File: src/rtl/conv4_psum_accum_pkg.sv
// Shared definitions for the conv4 psum accumulator and its requant stage.
//   CONV4_WIDTH      default activation/weight width
//   state_t          accumulator FSM states
//   acc_width()      accumulator width that cannot overflow over ROWS*CIN psums
//   sat_max/sat_min  signed output clamp limits for a given width
package conv4_psum_accum_pkg;

  localparam int CONV4_WIDTH = 8;

  typedef enum logic [1:0] {
    S_IDLE = 2'd0,
    S_ACC  = 2'd1,
    S_FIN  = 2'd2,
    S_OUT  = 2'd3
  } state_t;

  // Two headroom bits on top of the log2 growth cover the bias add and
  // the rounding constant without wrapping.
  function automatic int acc_width(input int dw, input int rows, input int cin);
    return 2*dw + $clog2(rows*cin) + 2;
  endfunction

  function automatic longint sat_max(input int dw);
    return (longint'(1) << (dw-1)) - 1;
  endfunction

  function automatic longint sat_min(input int dw);
    return -(longint'(1) << (dw-1));
  endfunction

  localparam longint CONV4_SAT_MAX = sat_max(CONV4_WIDTH);
  localparam longint CONV4_SAT_MIN = sat_min(CONV4_WIDTH);

endpackage

File: src/rtl/conv4_psum_accum_requant_sat.sv
// requant_sat: combinational requantisation of an accumulated psum.
//   acc   in  ACC_W    signed accumulator
//   bias  in  2*DW     signed bias
//   act   out DW       (acc+bias + 2^(SHIFT-1)) >>> SHIFT, optional ReLU, saturated
module requant_sat
  import conv4_psum_accum_pkg::*;
#(
  parameter int DW    = CONV4_WIDTH,
  parameter int ACC_W = 2*CONV4_WIDTH + 8,
  parameter int SHIFT = 6,
  parameter int RELU  = 1
) (
  input  logic signed [ACC_W-1:0] acc,
  input  logic signed [2*DW-1:0]  bias,
  output logic signed [DW-1:0]    act
);

  // One extra bit so bias and rounding never wrap the intermediate.
  localparam int TW = ACC_W + 1;
  localparam logic signed [TW-1:0] RND    = TW'(longint'(1) << (SHIFT-1));
  localparam logic signed [TW-1:0] SAT_HI = TW'(sat_max(DW));
  localparam logic signed [TW-1:0] SAT_LO = TW'(sat_min(DW));

  logic signed [TW-1:0] t, r;

  always_comb begin
    t = {acc[ACC_W-1], acc} + {{(TW-2*DW){bias[2*DW-1]}}, bias};
    r = (t + RND) >>> SHIFT;
    if (RELU != 0 && r < 0) r = '0;
    if (r > SAT_HI)      r = SAT_HI;
    else if (r < SAT_LO) r = SAT_LO;
    act = r[DW-1:0];
  end

endmodule

File: src/rtl/conv4_psum_accum.sv
// conv4_psum_accum: sums ROWS PE-row psums per beat, accumulates CIN beats,
// then requantises (bias, round-shift, ReLU, saturate) into one activation.
//   clk, rstn  clock / async active-low reset
//   en         layer enable; low in ACC discards the partial pixel
//   i_psum     ROWS x 2*DW signed psums, i_vld valid, o_rdy accept
//   i_bias     2*DW signed bias, sampled in FIN
//   o_act      DW signed activation, o_vld valid, i_rdy downstream accept
//   o_last     high on the accepted beat of the final channel
module conv4_psum_accum
  import conv4_psum_accum_pkg::*;
#(
  parameter int DW    = CONV4_WIDTH,
  parameter int ROWS  = 3,
  parameter int CIN   = 16,
  parameter int SHIFT = 6,
  parameter int RELU  = 1
) (
  input  logic                           clk,
  input  logic                           rstn,
  input  logic                           en,
  input  logic [ROWS-1:0][2*DW-1:0]      i_psum,
  input  logic                           i_vld,
  output logic                           o_rdy,
  input  logic signed [2*DW-1:0]         i_bias,
  output logic signed [DW-1:0]           o_act,
  output logic                           o_vld,
  input  logic                           i_rdy,
  output logic                           o_last
);

  localparam int ACC_W = acc_width(DW, ROWS, CIN);
  localparam int CNT_W = (CIN > 1) ? $clog2(CIN) : 1;

  state_t state, nxt;
  logic signed [ACC_W-1:0]        acc;
  logic [CNT_W-1:0]               ch_cnt;
  logic [ROWS-1:0][ACC_W-1:0]     psum_ext;
  logic [ACC_W-1:0]               row_sum;
  logic signed [DW-1:0]           rq;
  logic                           accept, ch_last;

  for (genvar g = 0; g < ROWS; g++) begin : g_ext
    assign psum_ext[g] = {{(ACC_W-2*DW){i_psum[g][2*DW-1]}}, i_psum[g]};
  end

  always_comb begin
    row_sum = '0;
    for (int r = 0; r < ROWS; r++) row_sum = row_sum + psum_ext[r];
  end

  assign o_rdy   = (state == S_ACC) && en;
  assign accept  = i_vld && o_rdy;
  assign ch_last = (ch_cnt == CNT_W'(CIN-1));
  assign o_last  = accept && ch_last;

  always_comb begin
    nxt = state;
    unique case (state)
      S_IDLE: if (en) nxt = S_ACC;
      S_ACC:  if (!en) nxt = S_IDLE;
              else if (accept && ch_last) nxt = S_FIN;
      S_FIN:  nxt = S_OUT;
      S_OUT:  if (i_rdy) nxt = en ? S_ACC : S_IDLE;
      default: nxt = S_IDLE;
    endcase
  end

  always_ff @(posedge clk or negedge rstn) begin
    if (!rstn) state <= S_IDLE;
    else       state <= nxt;
  end

  always_ff @(posedge clk or negedge rstn) begin
    if (!rstn) begin
      acc    <= '0;
      ch_cnt <= '0;
      o_act  <= '0;
      o_vld  <= 1'b0;
    end else begin
      unique case (state)
        S_IDLE: if (en) begin
          acc    <= '0;
          ch_cnt <= '0;
        end
        S_ACC: if (!en) begin
          acc    <= '0;
          ch_cnt <= '0;
        end else if (accept) begin
          acc    <= acc + row_sum;
          ch_cnt <= ch_last ? '0 : ch_cnt + CNT_W'(1);
        end
        S_FIN: begin
          o_act <= rq;
          o_vld <= 1'b1;
          acc   <= '0;
        end
        S_OUT: if (i_rdy) o_vld <= 1'b0;
        default: ;
      endcase
    end
  end

  requant_sat #(
    .DW(DW), .ACC_W(ACC_W), .SHIFT(SHIFT), .RELU(RELU)
  ) u_rq (
    .acc  (acc),
    .bias (i_bias),
    .act  (rq)
  );

endmodule

File: config.mk
export PLATFORM = sky130hd
export DESIGN_NAME = conv4_psum_accum
export DESIGN_NICKNAME = d
export VERILOG_FILES = /design/src/rtl/conv4_psum_accum_pkg.sv /design/src/rtl/conv4_psum_accum_requant_sat.sv /design/src/rtl/conv4_psum_accum.sv
export SDC_FILE = /design/constraint.sdc
export NUM_CORES = 1
export LEC_CHECK = 0
export BUFFER_PORTS_ARGS = -buffer_cell sky130_fd_sc_hd__buf_4
export CAP_MARGIN = 5
export CORE_AREA = 2 2 140 128
export DETAILED_ROUTE_END_ITERATION = 10
export DIE_AREA = 0 0 142 130
export PLACE_DENSITY = 0.47
export SYNTH_ARGS = -nofsm -noshare
export SYNTH_HDL_FRONTEND = slang
export SYNTH_SLANG_ARGS = --single-unit
export TNS_END_PERCENT = 100
File: constraint.sdc
create_clock -name clk -period 2.9 [get_ports clk]
set_input_delay 0 -clock clk [delete_from_list [all_inputs] [get_ports clk]]
set_output_delay 0 -clock clk [all_outputs]
set_load 0.01 [all_outputs]
Word level (Yosys, flattened, before mapping)
Cells that the tools add are included.

operators by class
  shift operators = 0
  magnitude comparators = 3
  reduce and logical (&&, ||, !) cells = 11
  divide/modulo/power cells = 0
  add/subtract/negate cells = 6
  $mul = 0
  bitwise operators = 0
  equal/unequal tests = 8
  multiplexer cells = 20

operators with widths
  kind                   number
  $mux 24                3
  $pmux 24 s3            1
  $add 24x16->25         1
  $add 25x7->25 const B  1
  $gt 25x8->1 const B    1
  $lt 25x8->1 const B    1
  $mux 25                1
  $add 24x24->24         1
  $lt 19x1->1 const B    1
  $add 17x16->18         1
  $add 16x16->17         1
  $mux 4                 4
  $mux 8                 2
  $reduce_and 3->1       3
  $mux 2                 4
  $pmux 2 s4             1
  $pmux 4 s2             1
  $ne 3x3->1 const B     2
  $add 4x1->4 const B    1
  $eq 2x2->1 const B     2
  $eq 4x4->1 const B     1
  $ne 2x2->1 const B     2
  $reduce_bool 2->1      2
  $logic_and 1x1->1      3
  6 further kinds        7

word-level totals
  output and inout bits = 11
  latch bits = 0
  logic and storage cells = 53
  memories = 0
  bits in writable memories = 0
  bits in read-only memories = 0
  flip-flop bits (word level) = 39
  bits of input ports = 69

Depth between registers and ports, before layout
  depth after elaboration = 7
  depth in mapped cells = 23
  gate-level depth less buffers = 23

Hierarchy
Synthesis repeated with hierarchy kept, for this count alone.

second synthesis, totals
  cells, all modules = 633
  area, all modules = 5,376.4 sq um

modules (own cells, without submodules)
  module            sequential area each (sq um)  cells an instance  area an instance (sq um)  instances
  conv4_psum_accum  975.9                         421                3,782.4                   1
  requant_sat       0.0                           212                1,594.0                   1

Least setup slack after synthesis
OpenSTA, ideal clock, no wires.

  path kind = input to register
  start point = in i_psum[1] in the netlist's numbering
  end point = reg acc[23]
  path buffers = 0
  data arrival time = 4.018 ns
  slack = -1.222 ns
  stages = 22
  setup time = 0.104 ns
  required time = 2.796 ns
  cells stage by stage = inv_1 > fa_1 > inv_1 > ha_1 > a21o_1 > a21o_1 > a21oi_1 > o21ai_1 > a211oi_1 > nor2_1 > a211o_1 > a21oi_1 > xnor2_1 > ha_1 > a21o_1 > nand2_1 > nand3_1 > o21bai_1 > a2111oi_1 > o311ai_1 > xnor2_1 > o311ai_1

between the ends
  cells in the longest elaborated chain, start to end = 6

RTL lines
  what                    RTL line                RTL
  start: declaration      conv4_psum_accum.sv:21  input logic [ROWS-1:0][2*DW-1:0] i_psum,
  $add 16x16->17          conv4_psum_accum.sv:48  for (int r = 0; r < ROWS; r++) row_sum = row_sum + psum_ext[r];
  $add 17x16->18          conv4_psum_accum.sv:48
  $add 24x24->24          conv4_psum_accum.sv:89  acc <= acc + row_sum;
  $mux 24                 conv4_psum_accum.sv:88  end else if (accept) begin
  $mux 24                 conv4_psum_accum.sv:85  S_ACC: if (!en) begin
  $pmux 24 s3             conv4_psum_accum.sv:80  unique case (state)
  end signal: assignment  conv4_psum_accum.sv:89
  end: declaration        conv4_psum_accum.sv:35  logic signed [ACC_W-1:0] acc;

Every way passes these cells. The select of a mux whose other input is x is not followed.
A chain may end at the register's enable or synchronous reset.

Worst setup path after layout
  start point = in i_psum[34] in the netlist's numbering
  end point = reg acc[23]

between the ends
  cells in the longest elaborated chain, start to end = 5

RTL lines
  what            RTL line
  $add 17x16->18  conv4_psum_accum.sv:48
  $add 24x24->24  conv4_psum_accum.sv:89
  $mux 24         conv4_psum_accum.sv:88
  $mux 24         conv4_psum_accum.sv:85
  $pmux 24 s3     conv4_psum_accum.sv:80

Every way passes these cells. The select of a mux whose other input is x is not followed.

==> results.txt <==
----------------------------------------------------
[Run status]
  Result of the run ... complete, but fails checks
  Violations in the final reports ... negative setup slack

[Setup path]
  Capture point of the worst reg-to-reg path ... o_act[4]
  Cells on worst reg2reg path ... 11
  FF-to-FF Start ... acc[7]
  Data arrival time of the worst path ... 4080 ps
  Sort of element at the end of the critical path ... flip-flop
  FF-to-FF setup slack ... -150 ps
  Critical Path Source Type ... primary input
  Data required time at the worst endpoint ... 3090 ps
  Largest fanout of any net on the critical path ... 3
  Category of the critical setup timing path ... in -> reg

[Die]
  Initial Util ... 29.0%
  Top-level port count ... 80
  Width of the die ... 142 um
  Die outline area ... 18,500 um2
  Overall die height ... 130 um
  Placeable core region ... 17,200 um2
  Row Count ... 46

[Timing]
  Minimum setup slack in the final design ... -991 ps
  RSZ-0062 raised after global routing ... true
  Tightest slew margin relative to the limit ... 48.7%
  Share of the cycle needed by the critical path after routing ... 134%
  Final setup viols ... 23
  Fin. Hold Viols ... 0
  Final Max Tran Viols ... 0
  Final Skew ... 5.20 ps
  Post-route minimum period ... 3890 ps
  Fmax ... 257 MHz
  Worst Tran Pin Value ... 766 ps
  Post-route worst hold slack ... 24.7 ps
  Total negative slack ... -10,930 ps

[Routing]
  DRC violations left ... 0
  Routed wire length per instance ... 13.1 um
  Iteration-0 DRC Markers ... 93
  Average vias per placed instance ... 4.78
  TritonRoute pass-1 iters ... 4
  Total via count in the routed design ... 4,921
  Number of nets with antenna violations after detailed routing ... 0
  Routed Wire Length ... 13,400 um

[Yosys]
  Post-synthesis cell count ... 571
  Sequential cell area fraction in the yosys report ... 19.5%
  Dominant register cell in the synthesized netlist ... dfrtp_1
  Number of nets in the synthesized netlist ... 743
  Number of synthesized register bits ... 39
  Number of warnings issued by yosys ... 0
  Ys async rst share ... 100%
  Synthesized area ... 5000 um2
  Number of flops mapped to enable cells by yosys ... 0
  Synth cell types ... 70
  Average footprint of a synthesized cell ... 8.75 um2

[Run]
  Number of maximum-capacitance violations ... 0

[Clocking]
  Clk Tree Root Cell ... clkbuf_16
  Count of H-tree levels built during CTS ... 2
  Clock Path Buffers ... 2
  TritonCTS clock tree ... yes
  Num Clock Sinks ... 39
  Clock buffer count from CTS ... 5
  Clock slew seen by the registers of the worst setup and hold paths ... 60 ps
  Worst-Skew Late Latency ... 290 ps

[Placement]
  Final GP Congestion ... 0.841
  Post-detail-place hpwl ... 11,400 um
  Port Buffer Count ... 79

[Global routing]
  Number of antenna violations at the first check in global routing ... 0
  Vias in the first global route ... 4,703
  Total congestion overflow ... 0
  Total routing usage reported by global routing ... 14.4%
  Maximum number of pins on one net before global-route repair ... 40
  Wire length of the first global-routing pass ... 21,700 um

[Cells and area]
  Synth-to-layout area growth ... 50.8%
  Count of nets after finishing ... 984
  Fraction of final layout cells sized beyond drive strength 1 ... 39.5%
  N_diodes ... 0
  Final core utilization ... 43.8%

[Power and ir drop]
  Highest ir drop seen on vdd ... 0.000222 V
  Static power due to leakage ... 3.78 nW
  Ratio of total power to cell area ... 587 nW/um2
  Total chip power ... 4.43 mW

[Worst hold path]
  Worst hold path endpoint ... state[0]
  Worst hold path startpoint ... en
  Depth of the worst hold-timing path ... 3
  Path class of the lowest-slack min-delay path ... in -> reg

----------------------------------------------------
==> timing repair <==
| item | CTS | global route |
|---|---|---|
| endpoints found under the hold margin | 40 | 0 |
| hold buffers | 2 | 0 |
| endpoints found under the setup margin | 23 | 26 |
| buffers inserted | 21 | 4 |
| resized for setup | 46 | 23 |
| pin swaps | 72 | 26 |
==> layer usage <==
metal / vias up / wire length, um / track usage, %
met5: - / 0 / 0
met4: 0 / 133 / 3.18
met3: 8 / 310 / 1.58
met1: 2254 / 6740 / 19.7
met2: 74 / 6260 / 24.7
li1: 2585 / - / -
==> area by class of cell <==
class	instances	area (um2)
fillers	1698	9680
clock inverters	2	12.5
flip-flops and latches	39	976
well taps	216	270
clock buffers	6	129
repair buffers	243	1880
inverters	32	120
multi-input cells	491	4150
==> registers in the layout (all words and copies together) (netlist names), named ones only <==
signal and cells:
ch_cnt 4, o_vld 1, acc 24, o_act 8, state 1
==> cells in the final DEF (no fill, tap or decap), types with 4 or more instances in the layout <==
master,netlist,routed
nand2_1,59,58
o21ai_0,35,22
buf_6,3,13
nand3_1,15,14
a21oi_1,43,27
o21ai_2,2,8
inv_1,32,28
nor3_1,7,7
a31oi_4,2,4
nand2b_1,5,5
fa_1,18,17
a21o_1,17,17
xor2_1,18,18
a211oi_1,8,4
buf_4,0,228
a2bb2oi_1,8,6
or3_1,5,5
o211ai_1,4,4
xnor2_1,22,20
nor2_1,33,30
o21a_1,10,10
a211oi_2,0,4
inv_2,0,4
nor2b_1,7,6
ha_1,85,83
clkbuf_16,0,5
a21oi_2,1,17
dfrtp_1,39,39
and3_1,6,6
o21ai_1,10,17
==> kinds of logic (layout without fill, tap and decap cells) <==
logic type / Yosys count / count (layout) / synth area share, %
xor gates and xnor gates: 40 / 40 / 7.01
DFF: 39 / 39 / 19.5
and+or+nand+nor: 161 / 161 / 15.7
adders and majority gates: 103 / 103 / 28.5
buffers and inverters: 41 / 283 / 3.53
AOI/OAI and AO/OA: 187 / 187 / 25.8
==> metrics by stage <==
| step | std cells | instance area, um2 | setup slack, ps |
|---|---|---|---|
| after floorplan | 571 | 5070 | -961 |
| after global placement | 1000 | 6960 | -1310 |
| after detailed placement | 1000 | 6960 | -1390 |
| after CTS | 1025 | 7410 | -1080 |
| after global routing | 1029 | 7530 | -1210 |
| final | 1029 | 7530 | -991 |
==> worst max-delay path, stage by stage <==
cell and delay (ps):
buf_6 90, fa_1 570, ha_1 250, a21o_1 190, a21o_1 170, a21oi_2 170
o21ai_2 100, a211oi_2 240, nor2_2 80, a211o_1 290, a21oi_2 140, xnor2_1 90
ha_1 320, a21o_1 180, nand2_2 70, nand3_2 70, o21bai_4 190, a2111oi_4 350
o311ai_2 120, xnor2_1 190, nand3_1 90, o311ai_1 100
==> power by group <==
part / internal [mW] / switching [mW] / total (mW) / leakage (nW)
Combinational: 1.76 / 1.48 / 3.24 / 3.22
Clock: 0.317 / 0.224 / 0.542 / 0.0669
Sequential: 0.601 / 0.0399 / 0.640 / 0.493
Total: 2.68 / 1.75 / 4.43 / 3.78
==> cells in the mapped netlist, types with 4 or more instances <==
cell type  number  area (um2)
xor2_1         18         158
o21a_1         10        75.1
nor2b_1         7        43.8
or3_1           5        31.3
ha_1           85        1060
nand3_1        15        75.1
fa_1           18         360
o21ai_1        10        50.1
xnor2_1        22         193
a21o_1         17         128
clkbuf_1        6        22.5
inv_1          32         120
nand2b_1        5        31.3
a211oi_1        8        60.1
a31oi_1         5        31.3
a2bb2oi_1       8        70.1
nor3_1          7        35.0
nand2_1        59         221
o211ai_1        4        30.0
o31ai_1         4        30.0
nor2_1         33         124
a21oi_1        43         215
o21bai_1        5        37.5
and3_1          6        37.5
o21ai_0        35         175
dfrtp_1        39         976
==> worst max-delay path by stage <==
stage                    start  endpoint  slack, ps  cells after the start
finish              i_psum[34]   acc[23]       -990                     22
global route        i_psum[33]   acc[23]      -1210                     24
CTS                 i_psum[34]   acc[23]      -1080                     22
detailed placement   i_psum[2]   acc[23]      -1390                     22
global placement     i_psum[2]   acc[23]      -1310                     22
floorplan            i_psum[2]   acc[23]       -960                     20
Note: power is estimated with default switching activity, not from simulation.
